===== src/rtl/updown_sweep_ctrl.sv =====
// Triangular lo->hi->lo sweep sequencer driving a WIDTH-bit up/down count; registered outputs, start accepted only in IDLE.
// Optional turnaround dwell (HOLD state) is enabled by defining SWEEP_DWELL_EN.
module updown_sweep_ctrl #(
    parameter int WIDTH = 4,
    parameter int CYC_W = 8,
    parameter int DWELL = 2
) (
    input  logic             clk,
    input  logic             rst,
    input  logic             start,
    input  logic             abort,
    input  logic             pause,
    input  logic [WIDTH-1:0] lo,
    input  logic [WIDTH-1:0] hi,
    input  logic [CYC_W-1:0] cycles,
    output logic [WIDTH-1:0] count,
    output logic             ud,
    output logic             busy,
    output logic             done,
    output logic             err,
    output logic [CYC_W-1:0] cyc_done
);

    if (DWELL < 1 || DWELL > 15) begin : g_dwell_range
        $error("updown_sweep_ctrl: DWELL must be in 1..15");
    end

`ifdef SWEEP_DWELL_EN
    typedef enum logic [2:0] {IDLE, UP, DOWN, HOLD, DONE} state_t;
    localparam logic [3:0] DWELL_LD = 4'(DWELL - 1);
    logic [3:0] dwell_cnt;
`else
    typedef enum logic [1:0] {IDLE, UP, DOWN, DONE} state_t;
`endif

    localparam logic [WIDTH-1:0] ONE_W = WIDTH'(1);
    localparam logic [CYC_W-1:0] ONE_C = CYC_W'(1);

    state_t           state;
    logic [WIDTH-1:0] lo_q;
    logic [WIDTH-1:0] hi_q;
    logic [CYC_W-1:0] cyc_q;
    logic [WIDTH-1:0] up_nxt;
    logic [WIDTH-1:0] dn_nxt;
    logic [CYC_W-1:0] cd_nxt;
    logic             running;

    assign up_nxt = count + ONE_W;
    assign dn_nxt = count - ONE_W;
    assign cd_nxt = cyc_done + ONE_C;

`ifdef SWEEP_DWELL_EN
    assign running = (state == UP) || (state == DOWN) || (state == HOLD);
`else
    assign running = (state == UP) || (state == DOWN);
`endif

    always_ff @(posedge clk) begin
        if (!rst) begin
            state    <= IDLE;
            count    <= '0;
            ud       <= 1'b1;
            busy     <= 1'b0;
            done     <= 1'b0;
            err      <= 1'b0;
            cyc_done <= '0;
            lo_q     <= '0;
            hi_q     <= '0;
            cyc_q    <= '0;
`ifdef SWEEP_DWELL_EN
            dwell_cnt <= '0;
`endif
        end else begin
            done <= 1'b0;
            err  <= 1'b0;
            // abort leaves count/ud/cyc_done visible so software can see where the run stopped
            if (abort && running) begin
                state <= IDLE;
                busy  <= 1'b0;
            end else if (!pause || !running) begin
                case (state)
                    IDLE: begin
                        if (start) begin
                            if ((lo < hi) && (cycles != '0)) begin
                                lo_q     <= lo;
                                hi_q     <= hi;
                                cyc_q    <= cycles;
                                count    <= lo;
                                ud       <= 1'b1;
                                busy     <= 1'b1;
                                cyc_done <= '0;
                                state    <= UP;
                            end else begin
                                err <= 1'b1;
                            end
                        end
                    end
                    UP: begin
                        count <= up_nxt;
                        if (up_nxt == hi_q) begin
                            ud <= 1'b0;
`ifdef SWEEP_DWELL_EN
                            dwell_cnt <= DWELL_LD;
                            state     <= HOLD;
`else
                            state <= DOWN;
`endif
                        end
                    end
                    DOWN: begin
                        count <= dn_nxt;
                        if (dn_nxt == lo_q) begin
                            cyc_done <= cd_nxt;
                            // final lo completes the run with no turnaround dwell
                            if (cd_nxt == cyc_q) begin
                                busy  <= 1'b0;
                                done  <= 1'b1;
                                state <= DONE;
                            end else begin
                                ud <= 1'b1;
`ifdef SWEEP_DWELL_EN
                                dwell_cnt <= DWELL_LD;
                                state     <= HOLD;
`else
                                state <= UP;
`endif
                            end
                        end
                    end
`ifdef SWEEP_DWELL_EN
                    HOLD: begin
                        if (dwell_cnt == '0) begin
                            state <= ud ? UP : DOWN;
                        end else begin
                            dwell_cnt <= dwell_cnt - 4'd1;
                        end
                    end
`endif
                    DONE: begin
                        state <= IDLE;
                    end
                    default: begin
                        state <= IDLE;
                    end
                endcase
            end
        end
    end

endmodule


===== config.mk =====
export PLATFORM = sky130hd
export DESIGN_NAME = updown_sweep_ctrl
export DESIGN_NICKNAME = d
export VERILOG_FILES = /design/src/rtl/updown_sweep_ctrl.sv
export SDC_FILE = /design/constraint.sdc
export NUM_CORES = 1
export LEC_CHECK = 0
export BUFFER_PORTS_ARGS = -buffer_cell sky130_fd_sc_hd__buf_2
export CAP_MARGIN = 5
export CORE_ASPECT_RATIO = 0.6
export CORE_MARGIN = 2
export CORE_UTILIZATION = 56
export CTS_CLUSTER_SIZE = 24
export DETAILED_ROUTE_END_ITERATION = 8
export PLACE_DENSITY = 0.9
export SLEW_MARGIN = 10
export SYNTH_ARGS = -nofsm -noshare
export SYNTH_HDL_FRONTEND = slang
export SYNTH_SLANG_ARGS = --single-unit

===== constraint.sdc =====
create_clock -name clk -period 2.84 [get_ports clk]
set_input_delay 0.284 -clock clk [delete_from_list [all_inputs] [get_ports clk]]
set_output_delay 0.284 -clock clk [all_outputs]
set_load 0.02 [all_outputs]

### Word level (Yosys, flattened, before mapping)

Index checks and enable logic that the tools add are counted.

| word-level totals | value |
|---|---|
| bits of input ports | 21 |
| flip-flop bits (word level) | 34 |

| operators by class | value |
|---|---|
| add/subtract/negate cells | 3 |
| bitwise gates (word level) | 7 |
| order comparisons | 1 |
| reduce and logical (&&, ||, !) cells | 19 |
| equality and inequality tests | 12 |
| muxes and demuxes | 24 |

Operator list:

| operator | number |
|---|---|
| 8-bit 2-to-1 mux | 3 |
| 8-bit one-hot mux with 2 select lines | 1 |
| 5-bit AND reduction | 3 |
| 4-bit one-hot mux with 3 select lines | 1 |
| 6-bit AND reduction | 2 |
| 2-bit 2-to-1 mux | 5 |
| 5-bit OR reduction | 2 |
| 1-bit 2-to-1 mux | 9 |
| 8-bit by 1-bit adder with 8-bit output, second input constant | 1 |
| 4-bit equality test | 2 |
| 8-bit equality test | 1 |
| 4-bit 2-to-1 mux | 2 |
| 2-bit one-hot mux with 4 select lines | 1 |
| 8-bit AND reduction | 1 |
| 8-bit nonzero test | 1 |
| 1-bit inverter | 7 |
| 2-bit by 1-bit != test with 1-bit output, second input constant | 3 |
| 2-bit != test, second input constant | 3 |
| 4-bit by 1-bit adder with 4-bit output, second input constant | 1 |
| 2-bit equality test, second input constant | 2 |
| 4-bit less-than comparator | 1 |
| 4-bit by 1-bit subtractor with 4-bit output, second input constant | 1 |
| 1-bit one-hot mux with 3 select lines | 1 |
| 3-bit nonzero test | 1 |
| 8 further kinds | 11 |

### Logic depth before layout (Yosys ltp)

Gate-level depths: netlist of run 1.

| logic depth | value |
|---|---|
| depth after elaboration | 6 |
| gate-level depth with buffers | 9 |
| mapped depth without buffers | 8 |

### Worst setup path after synthesis of run 1

Ideal clock, no wire load.

| path | value |
|---|---|
| path kind | reg2reg |
| from | register count[0] |
| to | register cyc_done[2] |
| data arrival time | 2.602 ns |
| stages on the path, launching flop included | 9 |
| path buffers | 1 |
| required time | 2.767 ns |
| clock period less this slack | 2.675 ns |
| library setup time | 0.073 ns |
| path slack | 0.165 ns |
| cells stage by stage | dfxtp_1 > clkbuf_8 > inv_1 > ha_1 > xnor2_1 > or4_4 > a2111o_1 > or3b_1 > o211ai_2 |

| on the way | value |
|---|---|
| longest elaborated chain between the ends | 4 |

RTL lines:

| what | line | text |
|---|---|---|
| start: declaration | 16 | `output logic [WIDTH-1:0] count,` |
| start signal: assignment | 88 | `count <= lo;` |
| start signal: assignment | 99 | `count <= up_nxt;` |
| start signal: assignment | 111 | `count <= dn_nxt;` |
| 4-bit by 1-bit subtractor with 4-bit output | 49 | `assign dn_nxt = count - ONE_W;` |
| 4-bit equality test | 112 | `if (dn_nxt == lo_q) begin` |
| 2-bit by 1-bit != test with 1-bit output (no source line) | - |  |
| 6-bit AND reduction (no source line) | - |  |
| end signal: assignment | 113 | `cyc_done <= cd_nxt;` |
| end: declaration | 21 | `output logic [CYC_W-1:0] cyc_done` |

Every way passes these cells.
A chain may end at the register's enable or synchronous reset.

### Worst setup path in the final report of run 1

| path | value |
|---|---|
| from | register count[1] |
| to | register ud |

| on the way | value |
|---|---|
| longest elaborated chain between the ends | 4 |
| elaborated cells between the ends (all ways) | 7 |
| classes of those cells | 2 x add/sub; 4 x eq/ne; 1 x reduce/logical |

RTL lines:

| what | line | text |
|---|---|---|
| 4-bit by 1-bit subtractor with 4-bit output / 4-bit by 1-bit adder with 4-bit output (equally long branches) | 49, 48 |  |
| 4-bit equality test (on tied branches) | 112, 100 |  |
| 2-bit by 1-bit != test with 1-bit output (no source line) | - |  |
| 8-bit AND reduction (no source line) (*) | - |  |
| end signal: assignment | 62 | `ud <= 1'b1;` |
| end signal: assignment | 101 | `ud <= 1'b0;` |
| end signal: assignment | 120 | `ud <= 1'b1;` |
| end: declaration | 17 | `output logic ud,` |

Every way passes the cells marked *; elsewhere a longest branch is shown, timed or not.

==> impl_results.md, run 1 <==
* # rows at 17
* Setup TNS at 0 ns
* Buffers inserted by post-CTS timing repair at 0
* Max Cap Viol at 0
* Status: completed
* Core area at between 3000 and 4000 um^2
* Synth area leaders: dfxtp_1 32%, mux2i_1 11%, xnor2_1 7.3%
* Worst setup skew after layout at 0.00537 ns
* P per Cell Area at a little over 800 nW/um^2
* Clk root buf: clkbuf_8
* GR peak layer: met1
* Mapped Avg Cell Area at 9.01 um^2
* Worst Tran Pin Value at 0.655 ns
* GRT Residual Overflow at 0
* Area Growth Syn to Fin at 13.5%
* ANT nets after route at 0
* Total routed wirelength at 5040 um
* Peak VDD IR at 500 uV
* Total track usage at 25.6%
* Leak pwr at 1.07 nW
* Drt wl/cell at 15.5 um
* Ys flop type: dfxtp_1
* Worst EP arrival at between 2 and 3 ns
* Gp weighted congestion at around 0.89
* Clk sink count at 34
* Distinct cells, synth at 52
* Share of the synthesized area in the top cell type at 31.6%
* Starting DRT DRC Count at ~150
* DP HPWL at around 3700 um
* Number of global-route vias before repair at 1709
* Drt first pass iters at 4
* Cell count after synthesis at 239
* Htree depth at 2
* Tmin final at 2.51 ns
* Synth cell count leaders: 34 x dfxtp_1, 26 x nor2_1, 24 x mux2i_1
* Num CTS Buffers at 5
* Async S/R FF share, synth at 0%
* Fmax at ~400 MHz
* CTS max path bufs at 2
* Crit path max fanout at 3
* Starting Density at 58.6%
* Headroom to the max-slew limit at 56.3%
* Initial antenna violation count at 0
* Sequential element share of the synthesized area at 31.6%
* First-pass GRT wire length at 8560 um
* Nets@finish at 308
* Layout cells sized above 1 at 21.7%
* Vias at 1852
* Syn_nets at 271
* Period utilisation layout at 88.5%
* Largest net degree at the start of global routing at 23
* Antenna diodes at 0
* Final setup fails at 0
* Area leader, netlist: dfxtp_1
* Vert. Die Dim at 52.0 um
* IO Count at 37
* Fill cells at slightly above 300
* CP startpoint kind: flop
* Die area at approximately 4400 um^2
* Quantity of gates resized following cts at 0
* Yosys warns at 0
* Chip width at around 84 um
* Hold Crit Class: input port to flop
* # port buffers at 36
* Crit end category: flop
* Clock transition at the registers of the reported paths at 0.08 ns
* Clk Latency, worst-skew pair at roughly 0.30 ns
* DR DRC count at 0
* Pins Over Slew Limit at 0
* EDFF count, synth at 0
* Hold Fails Final Rpt at 0
* CP Class: flop to flop
* Count leader, synth: dfxtp_1
* Met2 Usage GRT at 37.2%
* RSZ-0062 raised after global routing: false
* CTS tree: done
* Hold buffers post-CTS at 0
* Flops & latches, synth at 34
* M3 GR Usage at 6.03%
* Post-DR vias/cell at 5.72
* Final core area utilization at 66.5%
* Required time worst endpoint at 3.03 ns
* Cell Area, Synth at 2150 um^2
* M1 GR Usage at 37.3%
==> layout make-up <==
cell class	count	area, um^2	area share (%)
Multi-Input combinational cell	182	1330	54.5
Sequential cell	34	681	27.8
Timing Repair Buffer	40	210	8.59
Clock buffer	5	68.8	2.81
Tap cell	47	58.8	2.40
Inverter	13	48.8	1.99
Clock inverter	3	45.0	1.84
==> cell families (layout without fill, tap and decap cells) <==
logic type,count (synthesis),in the layout,synth area share (%)
AND/OR/NAND/NOR,85,85,20.3
AO/OA/AOI/OAI,37,37,13.1
flip-flops,34,34,31.6
multiplexers,26,26,12.7
XOR/XNOR,23,23,9.35
buffers and inverters,23,61,6.50
adder cells (fa/ha/maj),11,11,6.39
==> layer usage <==
metal	part of all wire, %	vias to the layer above
li1	-	928
met4	1.4	0
met2	42	65
met1	50	850
met5	0	-
met3	7.1	9
==> power breakdown <==
part	internal [mW]	total, mW	leakage, nW	switching, mW
sequential	0.554	0.617	0.277	0.0635
clock	0.261	0.459	0.0504	0.198
combinational	0.409	0.959	0.743	0.550
==> cells in the final DEF, fill, tap and decap left out, types with 4 or more instances in the layout <==
cell type | synthesis | final
a211oi_1 | 5 | 5
a21oi_1 | 4 | 4
buf_2 | 1 | 36
buf_4 | 0 | 4
clkbuf_8 | 3 | 5
dfxtp_1 | 34 | 34
ha_1 | 11 | 11
inv_1 | 13 | 13
mux2i_1 | 24 | 24
nand2_1 | 16 | 16
nand3_1 | 13 | 13
nor2_1 | 26 | 26
o211ai_1 | 5 | 5
o21ai_0 | 5 | 5
or3_1 | 7 | 7
xnor2_1 | 18 | 18
xor2_1 | 5 | 5
==> worst max-delay path, stage by stage (launching register included) <==
cell and delay [ns]:
dfxtp_1 0.34, inv_1 0.05, ha_1 0.33, xnor2_1 0.16
o41ai_1 0.59, nand3_1 0.20, nor4b_1 0.37, mux2_2 0.38
==> metrics by stage <==
stage / total power [mW] / worst slack [ns] / hold slack [ns] / instances / instance area [um^2]
floorplan: 1.39 / 0.165 / 0.428 / 239 / 2150
global placement: 1.55 / 0.460 / 0.466 / 316 / 2330
detailed placement: 1.57 / 0.393 / 0.481 / 316 / 2330
CTS: 2.03 / 0.347 / 0.229 / 324 / 2450
global route: 2.17 / 0.0882 / 0.251 / 324 / 2450
finish: 2.03 / 0.326 / 0.230 / 324 / 2450
==> sequential cells by signal (all words and copies together), names as in the netlist <==
| signal | cells |
|---|---|
| cyc_done | 8 |
| cyc_q | 8 |
| count | 4 |
| hi_q | 4 |
| lo_q | 4 |
| state | 2 |
| busy | 1 |
| done | 1 |
| err | 1 |
| ud | 1 |
==> worst paths after layout <==
| check | to | cells after the start | slack (ns) | from |
|---|---|---|---|---|
| worst max register to register | ud | 7 | 0.33 | count[1] |
| worst min register to register | busy | 2 | 0.49 | busy |
| worst min-delay path | cyc_q[6] | 3 | 0.23 | cycles[6] |
| worst max-delay path | ud | 7 | 0.33 | count[1] |
Power figures use the tool's default switching activity.
==> run 2: changes to the inputs <==
Settings changed: CORE_UTILIZATION 56 to 57, MAX_ROUTING_LAYER set to met4, PLACE_DENSITY 0.9 to 0.81.
Clock period 2.84 ns to 3 ns, I/O delays scaled along.
==> impl_results.md, run 2 (same netlist as run 1, synthesis figures left out) <==
* Post-DR vias/cell at 5.87 (+2.6%)
* Antenna diodes at 0 (unchanged)
* Die area at 4300 um^2 (-1.6%)
* WL met2 at 2040 um (-2.8%)
* GRT Residual Overflow at 0 (unchanged)
* Peak VDD IR at 453 uV (-9.3%)
* DP HPWL at 3710 um (-0.11%)
* Clk root buf: clkbuf_8
* Vert. Die Dim at 51.6 um (-0.81%)
* DR DRC count at 0 (unchanged)
* Fmax at 392 MHz (-1.4%)
* Num CTS Buffers at 5 (unchanged)
* Pins Over Slew Limit at 0 (unchanged)
* Period utilisation layout at 85.0% (-3.6 points)
* Worst EP arrival at 2.72 ns (about the same)
* Chip width at 83.4 um (-0.84%)
* Clock transition at the registers of the reported paths at 0.08 ns (about the same)
* Crit path max fanout at 7 (+4)
* Worst setup skew after layout at 0.0101 ns (+0.00475 ns)
* Clk Latency, worst-skew pair at 0.29 ns (about the same)
* Total track usage at 24.0% (-1.5 points)
* Largest net degree at the start of global routing at 23 (unchanged)
* Starting DRT DRC Count at 185 (+26%)
* Headroom to the max-slew limit at 53.3% (-3.0 points)
* Fill cells at 308 (-0.65%)
* Tmin final at 2.55 ns (+0.0346 ns)
* Gp weighted congestion at 0.925 (+4.5%)
* Hold buffers post-CTS at 0 (unchanged)
* # port buffers at 36 (unchanged)
* Slowest-stage cell, CP: dfxtp_1
* M1 WL at 2430 um (-3.0%)
* Buffers inserted by post-CTS timing repair at 0 (unchanged)
* Clk sink count at 34 (unchanged)
* Most frequent cells in the layout: 36 x buf_2, 34 x dfxtp_1, 26 x nor2_1
* Layout cells sized above 1 at 21.1% (-0.57 points)
* Drt first pass iters at 4 (unchanged)
* Worst path max stage delay at 0.48 ns (-0.11 ns)
* Worst Tran Pin Value at 0.700 ns (+0.0446 ns)
* Area Growth Syn to Fin at 13.1%
* Max Cap Viol at 0 (unchanged)
* RSZ-0062 raised after global routing: false
* Initial antenna violation count at 0 (unchanged)
* # rows at 17 (unchanged)
* Core area at 3640 um^2 (-1.2%)
* Routed length on met3 at 418 um (+16%)
* Total routed wirelength at 4910 um (-2.5%)
* CP Cell Sequence: ha_1 > nand3_1 > or2_2 > xnor2_1 > and4_1 > nor4b_1 > mux2_2
* ANT nets after route at 0 (unchanged)
* Crit end category: flop
* DR top layer: met4
* Quantity of gates resized following cts at 0 (unchanged)
* First-pass GRT wire length at 7840 um (-8.5%)
* Drt wl/cell at 15.3 um (-1.9%)
* Nets@finish at 307 (-0.32%)
* Hold Crit Class: input port to flop
* Vias at 1889 (+2.0%)
* Final setup fails at 0 (unchanged)
* Hold Fails Final Rpt at 0 (unchanged)
* Htree depth at 2 (unchanged)
* CP Class: flop to flop
* CTS max path bufs at 2 (unchanged)
* Final core area utilization at 67.0% (+0.54 points)
* CP startpoint kind: flop
* Starting Density at 59.2% (+0.68 points)
* P per Cell Area at 785 nW/um^2 (-5.6%)
* Setup TNS at 0 ns (unchanged)
* Biggest regs: cyc_done (8), cyc_q (8)
* Number of global-route vias before repair at 1582 (-7.4%)
* Required time worst endpoint at 3.18 ns (+0.15 ns)
* Most common cell after layout, fill and taps aside: buf_2
* Status: completed
* CTS tree: done
* Leak pwr at 1.07 nW (+0.15%)
* IO Count at 37 (unchanged)
run 2: changes by cell type in the layout (fill, tap and decap cells not counted), sizes merged:
cell and delta:
buf -1, clkinvlp -2, clkbuf +1
run 2: layout make-up:
class	count	area, um^2	area share [%]
multi-input cells	182	1330	54.7
flip-flops and latches	34	681	27.9
repair buffers	39	203	8.32
clock buffers	6	82.6	3.39
well taps	47	58.8	2.41
inverters	13	48.8	2.00
clock inverters	1	30.0	1.23
run 2: critical path, delay by kind of cell (launching register included):
kind / cells / cell delay (ns)
and+or+nand+nor: 4 / 1.14
xor gates and xnor gates: 1 / 0.13
DFF: 1 / 0.48
muxes: 1 / 0.37
adders and majority gates: 1 / 0.32
run 2: worst paths after layout:
check	from	depth (start not counted)	to	slack, ns
worst max register to register	cyc_done[0]	7	ud	0.45
worst min-delay path	hi[2]	3	hi_q[2]	0.26
worst min register to register	busy	2	busy	0.48
worst max-delay path	cyc_done[0]	7	ud	0.45
run 2: where the power goes:
group          switching [mW]  internal, mW  total, mW  leakage [nW]
sequential             0.0696         0.524      0.594         0.277
combinational           0.503         0.382      0.884         0.738
clock                   0.169         0.266      0.435        0.0573
total                   0.742          1.17       1.91          1.07
run 2: layer usage:
metal	GRT usage (%)	vias up
met4	5.19	0
met5	-	-
met3	5.56	4
li1	-	922
met1	35.8	889
met2	32.9	74
run 2: through the flow:
stage               worst slack, ns  instance area (um^2)  power (mW)  hold slack [ns]  std cells
detailed placement            0.515                  2320        1.48            0.461        315
global placement              0.545                  2320        1.46            0.466        315
CTS                           0.488                  2440        1.91            0.254        322
global route                  0.284                  2440        2.02            0.265        322
floorplan                     0.325                  2150        1.31            0.444        239
finish                        0.451                  2440        1.91            0.261        322
